<file path="config.mk">
export PLATFORM = sky130hd
export DESIGN_NAME = frame_renderer
export DESIGN_NICKNAME = d
export VERILOG_FILES = /design/src/rtl/game_pkg.sv /design/src/rtl/vga_timing.sv /design/src/rtl/frame_renderer.sv
export SDC_FILE = /design/constraint.sdc
export NUM_CORES = 1
export LEC_CHECK = 0
export BUFFER_PORTS_ARGS = -buffer_cell sky130_fd_sc_hd__buf_2
export CORE_MARGIN = 1.5
export CORE_UTILIZATION = 40
export DETAILED_ROUTE_END_ITERATION = 10
export PLACE_DENSITY = 0.66
export SYNTH_ARGS = -nofsm -noshare
export SYNTH_HDL_FRONTEND = slang
export SYNTH_SLANG_ARGS = --single-unit
</file>
<file path="constraint.sdc">
create_clock -name CLK -period 2.4 [get_ports CLK]
set_input_delay 0.12 -clock CLK [delete_from_list [all_inputs] [get_ports CLK]]
set_output_delay 0.12 -clock CLK [all_outputs]
set_load 0.02 [all_outputs]
</file>
<file path="src/rtl/game_pkg.sv">
// Constants and types shared by the game logic and the display side of the game.
package game_pkg;

  localparam int unsigned SCREEN_W        = 800;
  localparam int unsigned SCREEN_H        = 600;
  localparam int unsigned PLAYFIELD_MIN   = 8;
  localparam int unsigned PLAYFIELD_MAX   = 792;
  localparam int unsigned BALL_SIZE_PIXEL = 8;
  localparam int unsigned PADDLE_Y_PIXEL  = 584;

  localparam int unsigned PADDLE_RESET_X  = 370;
  localparam int unsigned BALL_RESET_X    = 395;
  localparam int unsigned BALL_RESET_Y    = 400;

  localparam int unsigned POS_W   = 10;
  localparam int unsigned CNT_W   = 11;
  localparam int unsigned V_CNT_W = 10;

  typedef logic [2:0] rgb_t;

  localparam rgb_t RGB_BLACK = 3'b000;
  localparam rgb_t RGB_WHITE = 3'b111;
  localparam rgb_t RGB_CYAN  = 3'b011;
  localparam rgb_t RGB_RED   = 3'b100;

  // Object positions as delivered by the game logic, held for one whole frame.
  typedef struct packed {
    logic [POS_W-1:0] paddle_x;
    logic [POS_W-1:0] ball_x;
    logic [POS_W-1:0] ball_y;
  } pos_t;

endpackage

</file>
<file path="src/rtl/vga_timing.sv">
// Raster counters plus combinational decode of sync, visible area and per-frame event points.
module vga_timing
  import game_pkg::*;
#(
  parameter int unsigned H_VISIBLE = SCREEN_W,
  parameter int unsigned H_FRONT   = 56,
  parameter int unsigned H_SYNC    = 120,
  parameter int unsigned H_BACK    = 64,
  parameter int unsigned V_VISIBLE = SCREEN_H,
  parameter int unsigned V_FRONT   = 37,
  parameter int unsigned V_SYNC    = 6,
  parameter int unsigned V_BACK    = 23
) (
  input  logic               clk,
  input  logic               rst_n,
  output logic [CNT_W-1:0]   h_cnt_q,
  output logic [V_CNT_W-1:0] v_cnt_q,
  output logic               hsync_c,
  output logic               vsync_c,
  output logic               visible_c,
  output logic               start_c,
  output logic               capture_c
);

  localparam int unsigned H_TOTAL      = H_VISIBLE + H_FRONT + H_SYNC + H_BACK;
  localparam int unsigned V_TOTAL      = V_VISIBLE + V_FRONT + V_SYNC + V_BACK;
  localparam int unsigned H_SYNC_START = H_VISIBLE + H_FRONT;
  localparam int unsigned H_SYNC_END   = H_SYNC_START + H_SYNC;
  localparam int unsigned V_SYNC_START = V_VISIBLE + V_FRONT;
  localparam int unsigned V_SYNC_END   = V_SYNC_START + V_SYNC;

  logic [CNT_W-1:0]   h_cnt_d;
  logic [V_CNT_W-1:0] v_cnt_d;

  // Line counter wraps every H_TOTAL pixels and carries into the frame counter.
  always_comb begin
    h_cnt_d = h_cnt_q + CNT_W'(1);
    v_cnt_d = v_cnt_q;
    if (h_cnt_q == CNT_W'(H_TOTAL - 1)) begin
      h_cnt_d = '0;
      if (v_cnt_q == V_CNT_W'(V_TOTAL - 1)) begin
        v_cnt_d = '0;
      end else begin
        v_cnt_d = v_cnt_q + V_CNT_W'(1);
      end
    end
  end

  always_ff @(posedge clk or negedge rst_n) begin
    if (!rst_n) begin
      h_cnt_q <= '0;
      v_cnt_q <= '0;
    end else begin
      h_cnt_q <= h_cnt_d;
      v_cnt_q <= v_cnt_d;
    end
  end

  assign hsync_c   = (h_cnt_q >= CNT_W'(H_SYNC_START)) && (h_cnt_q < CNT_W'(H_SYNC_END));
  assign vsync_c   = (v_cnt_q >= V_CNT_W'(V_SYNC_START)) && (v_cnt_q < V_CNT_W'(V_SYNC_END));
  assign visible_c = (h_cnt_q < CNT_W'(H_VISIBLE)) && (v_cnt_q < V_CNT_W'(V_VISIBLE));
  assign start_c   = (h_cnt_q == '0) && (v_cnt_q == V_CNT_W'(V_VISIBLE));
  assign capture_c = (h_cnt_q == '0) && (v_cnt_q == V_CNT_W'(V_TOTAL - 1));

endmodule

</file>
<file path="src/rtl/frame_renderer.sv">
// VGA renderer for ball and paddle with per-frame position snapshot and START_UPDATE pulse.
// Optional playfield border is built only when RENDER_BORDER_EN is defined.
module frame_renderer
  import game_pkg::*;
#(
  parameter int unsigned H_VISIBLE           = SCREEN_W,
  parameter int unsigned H_FRONT             = 56,
  parameter int unsigned H_SYNC              = 120,
  parameter int unsigned H_BACK              = 64,
  parameter int unsigned V_VISIBLE           = SCREEN_H,
  parameter int unsigned V_FRONT             = 37,
  parameter int unsigned V_SYNC              = 6,
  parameter int unsigned V_BACK              = 23,
  parameter int unsigned PADDLE_LENGTH_PIXEL = 60,
  parameter int unsigned PADDLE_HEIGHT_PIXEL = 8,
  parameter int unsigned PADDLE_TOP          = PADDLE_Y_PIXEL
) (
  input  logic             CLK,
  input  logic             RESET_N,
  input  logic [POS_W-1:0] PADDLE_X_PIXEL,
  input  logic [POS_W-1:0] BALL_X_PIXEL,
  input  logic [POS_W-1:0] BALL_Y_PIXEL,
  output logic             START_UPDATE,
  output logic             HSYNC,
  output logic             VSYNC,
  output logic             RED,
  output logic             GREEN,
  output logic             BLUE
);

  logic [CNT_W-1:0]   h_cnt;
  logic [V_CNT_W-1:0] v_cnt;
  logic [CNT_W-1:0]   v_ext;
  logic               hsync_c;
  logic               vsync_c;
  logic               visible_c;
  logic               start_c;
  logic               capture_c;

  vga_timing #(
    .H_VISIBLE (H_VISIBLE),
    .H_FRONT   (H_FRONT),
    .H_SYNC    (H_SYNC),
    .H_BACK    (H_BACK),
    .V_VISIBLE (V_VISIBLE),
    .V_FRONT   (V_FRONT),
    .V_SYNC    (V_SYNC),
    .V_BACK    (V_BACK)
  ) u_timing (
    .clk       (CLK),
    .rst_n     (RESET_N),
    .h_cnt_q   (h_cnt),
    .v_cnt_q   (v_cnt),
    .hsync_c   (hsync_c),
    .vsync_c   (vsync_c),
    .visible_c (visible_c),
    .start_c   (start_c),
    .capture_c (capture_c)
  );

  assign v_ext = {1'b0, v_cnt};

  pos_t snap_q;
  pos_t snap_d;

  // Positions are taken on the last line only, so a drawn frame never mixes two updates.
  always_comb begin
    snap_d = snap_q;
    if (capture_c) begin
      snap_d.paddle_x = PADDLE_X_PIXEL;
      snap_d.ball_x   = BALL_X_PIXEL;
      snap_d.ball_y   = BALL_Y_PIXEL;
    end
  end

  logic [CNT_W-1:0] ball_x0;
  logic [CNT_W-1:0] ball_x1;
  logic [CNT_W-1:0] ball_y0;
  logic [CNT_W-1:0] ball_y1;
  logic [CNT_W-1:0] pad_x0;
  logic [CNT_W-1:0] pad_x1;
  logic             ball_c;
  logic             paddle_c;

  // 11-bit edges so objects near the right/bottom clip instead of wrapping to the left/top.
  assign ball_x0 = {1'b0, snap_q.ball_x};
  assign ball_y0 = {1'b0, snap_q.ball_y};
  assign pad_x0  = {1'b0, snap_q.paddle_x};
  assign ball_x1 = ball_x0 + CNT_W'(BALL_SIZE_PIXEL);
  assign ball_y1 = ball_y0 + CNT_W'(BALL_SIZE_PIXEL);
  assign pad_x1  = pad_x0 + CNT_W'(PADDLE_LENGTH_PIXEL);

  assign ball_c   = (h_cnt >= ball_x0) && (h_cnt < ball_x1) &&
                    (v_ext >= ball_y0) && (v_ext < ball_y1);
  assign paddle_c = (h_cnt >= pad_x0) && (h_cnt < pad_x1) &&
                    (v_ext >= CNT_W'(PADDLE_TOP)) &&
                    (v_ext < CNT_W'(PADDLE_TOP + PADDLE_HEIGHT_PIXEL));

`ifdef RENDER_BORDER_EN
  logic border_c;
  assign border_c = (h_cnt < CNT_W'(PLAYFIELD_MIN)) || (h_cnt >= CNT_W'(PLAYFIELD_MAX)) ||
                    (v_ext < CNT_W'(PLAYFIELD_MIN));
`endif

  rgb_t rgb_d;
  rgb_t rgb_q;

  // Priority: ball over paddle over border over background.
  always_comb begin
    rgb_d = RGB_BLACK;
    if (visible_c) begin
      if (ball_c) begin
        rgb_d = RGB_WHITE;
      end else if (paddle_c) begin
        rgb_d = RGB_CYAN;
`ifdef RENDER_BORDER_EN
      end else if (border_c) begin
        rgb_d = RGB_RED;
`endif
      end
    end
  end

  logic hsync_q;
  logic vsync_q;
  logic start_q;

  always_ff @(posedge CLK or negedge RESET_N) begin
    if (!RESET_N) begin
      hsync_q         <= 1'b0;
      vsync_q         <= 1'b0;
      start_q         <= 1'b0;
      rgb_q           <= RGB_BLACK;
      snap_q.paddle_x <= POS_W'(PADDLE_RESET_X);
      snap_q.ball_x   <= POS_W'(BALL_RESET_X);
      snap_q.ball_y   <= POS_W'(BALL_RESET_Y);
    end else begin
      hsync_q <= hsync_c;
      vsync_q <= vsync_c;
      start_q <= start_c;
      rgb_q   <= rgb_d;
      snap_q  <= snap_d;
    end
  end

  assign START_UPDATE = start_q;
  assign HSYNC        = hsync_q;
  assign VSYNC        = vsync_q;
  assign RED          = rgb_q[2];
  assign GREEN        = rgb_q[1];
  assign BLUE         = rgb_q[0];

endmodule

</file>
==> results.ini <==
[floorplanning]
die_area_um2 = 10400
dieHeight_um = 102
coreArea_um2 = 9370
initial_utilization = 0.418
io_pins = 38
fp.dieW_um = 102
row_count = 35

[yosys]
synthDistinctLibCells = 48
ys.flop_type = dfrtp_1
yosysTopAreaCellShare = 0.274
yosysSeqAreaShare = 0.362
avgSynthCellArea_um2 = 9.23
synth_top_area_cell = dfrtp_1
synthArstFlopShare = 1.00
synthCells = 425
synth_edf_count = 0
synth_area_leaders = dfrtp_1 27%, ha_1 20%, dfstp_2 8.7%
ys_ff_latch = 56
syn_area_um2 = 3920
synth_warnings = 0
syn_nets = 520

[sta]
max_freq_ghz = 0.432
clock_skew_ns = 0.00762
period_share = 0.965
max-slew-margin-rel = 0.651
final_max_slew_viol_count = 0
finalSetupViolations = 0
finalCriticalPeriod_ns = 2.32
hold_ws_ns = 0.00657
rsz0062_at_grt = yes
worst_pin_slew_ns = 0.511
hold_violations = 0

[cts]
cts.sinks = 56
clk_pin_slew_worst_paths_ns = 0.10
clk_latency_ns = 0.31
cts_root_buffer = clkbuf_8
clk_path_buf_depth = 2
htree_levels = 2
cts_tree = built
numCtsBuffers = 5

[job]
maxCapViolCount = 0

[routing]
routed.top_layer = met4
firstDrtPassIters = 4
avgViaCountPerCell = 5.17
wl_per_cell_um = 14.3
met1_length_um = 4140
drc_errors = 0
wl_um = 8860
final_antenna_net_count = 0
wl_met2_um = 4410
dr_total_vias = 3199
route.met3.wl_um = 272
drt-initial-drc-count = 87

[placed_design]
dpl.hpwl_um = 6730
place_congestion = 0.809
io_buffers = 37

[worst_setup_path]
arrival_ns = 2.53
cp_max_fo = 3
crit_path_start_kind = flop
end_kind = flop
crit_type = reg -> reg
rr_worst_depth = 11
crit_required_ns = 2.61

[run_status]
outcome = complete, no violations

[final_layout]
syn2layout_area_growth_pct = 18.6
drive_gt1_frac = 0.206
final_cell_mix = 61 x ha_1, 43 x dfrtp_1, 43 x nand2_1
final_common_cell = ha_1
num_antenna_cells = 0
nNetsFinal = 584
utilization = 0.496

[power_and_ir_drop]
p_per_area_nw_per_um2 = 335
vdd_ir_drop_max_v = 0.000220
cellLeakagePower_nw = 2.42

[global_routing]
grt_usage = 0.180
antenna_found_initial = 0
grt_max_degree = 25
grt_pass1_wl_um = 14800
grt_overflow_total = 0
grt_pass1_vias = 3249

[hold_path]
holdPathStages = 3
min_path_type = in -> reg

Yosys cell counts (all sizes together) (11+ instances only):
| master | instances |
|---|---|
| o21ai | 42 |
| a21oi | 20 |
| nand3 | 19 |
| dfstp | 13 |
| nand2 | 44 |
| nor3 | 12 |
| nand4 | 11 |
| ha | 63 |
| inv | 40 |
| dfrtp | 43 |
| nor2 | 17 |
| xnor2 | 24 |
routing by layer:
layer  GRT usage  vias up
met4      0.0369        0
li1            -     1623
met3      0.0239        5
met2       0.319       52
met1       0.233     1519
met5           0        -
kinds of logic after synthesis:
kind of cell / share of synthesized area
AOI/OAI and AO/OA: 0.137
xor gates and xnor gates: 0.0625
adders and majority gates: 0.201
buffers and inverters: 0.0504
DFF: 0.362
muxes: 0.0115
and+or+nand+nor: 0.176
flip-flops by register name, indices dropped and copies added, names as in the netlist:
signal            flops
u_timing.v_cnt_q     10
ball_y0              10
pad_x0               10
HSYNC                 1
VSYNC                 1
ball_x0              10
u_timing.h_cnt_q     11
rgb_q                 2
START_UPDATE          1
worst max-delay path, stage by stage, from the launching register on:
cell,delay [ns]
dfstp_2,0.59
ha_4,0.15
nand2_1,0.05
or2_4,0.24
xnor2_2,0.13
ha_1,0.28
nand2_2,0.07
a211o_1,0.11
a21oi_2,0.04
nor4_1,0.27
nand4_1,0.19
o41ai_2,0.08
final timing paths:
check / startpoint / end / slack [ns]
worst min-delay path: PADDLE_X_PIXEL[8] / pad_x0[8] / 0.007
max in group asynchronous: RESET_N / pad_x0[6] / 1.41
min in group asynchronous: RESET_N / ball_y0[6] / 0.29
worst max-delay path: ball_x0[3] / rgb_q[1] / 0.08
worst min register to register: u_timing.h_cnt_q[0] / u_timing.h_cnt_q[0] / 0.49
worst max register to register: ball_x0[3] / rgb_q[1] / 0.08
stage by stage:
step | cell area (um2) | worst slack (ns) | total power [mW] | TNS [ns] | std cells
2_1_floorplan | 3920 | 0.184 | 0.962 | 0 | 425
4_1_cts | 4570 | 0.0153 | 1.58 | 0 | 617
6_report | 4650 | 0.0847 | 1.56 | 0 | 619
3_5_place_dp | 4360 | -0.0164 | 1.01 | -0.0164 | 600
3_3_place_gp | 4360 | 0.0734 | 1.01 | 0 | 600
5_1_grt | 4650 | -0.0385 | 1.62 | -0.0704 | 619
where the power goes:
group	internal [mW]	total, mW	switching, mW
sequential	0.944	0.944	0
combinational	0.0295	0.0567	0.0272
clock	0.232	0.557	0.326
cell type report:
| type | count | area (um2) |
|---|---|---|
| inverters | 40 | 150 |
| multi-input cells | 320 | 2400 |
| flip-flops and latches | 56 | 1420 |
| well taps | 129 | 161 |
| repair buffers | 66 | 425 |
| clock inverters | 2 | 10.0 |
| clock buffers | 6 | 82.6 |
| fillers | 921 | 4720 |
what timing repair did:
action	CTS	global route
endpoints found under the hold margin	19	1
gates cloned	0	0
gates resized for setup	7	12
hold buffers	8	1
endpoints found under the setup margin	1	2
setup buffers	1	1
pin swaps	2	8
No activity file was read; power rests on OpenSTA's default activity.
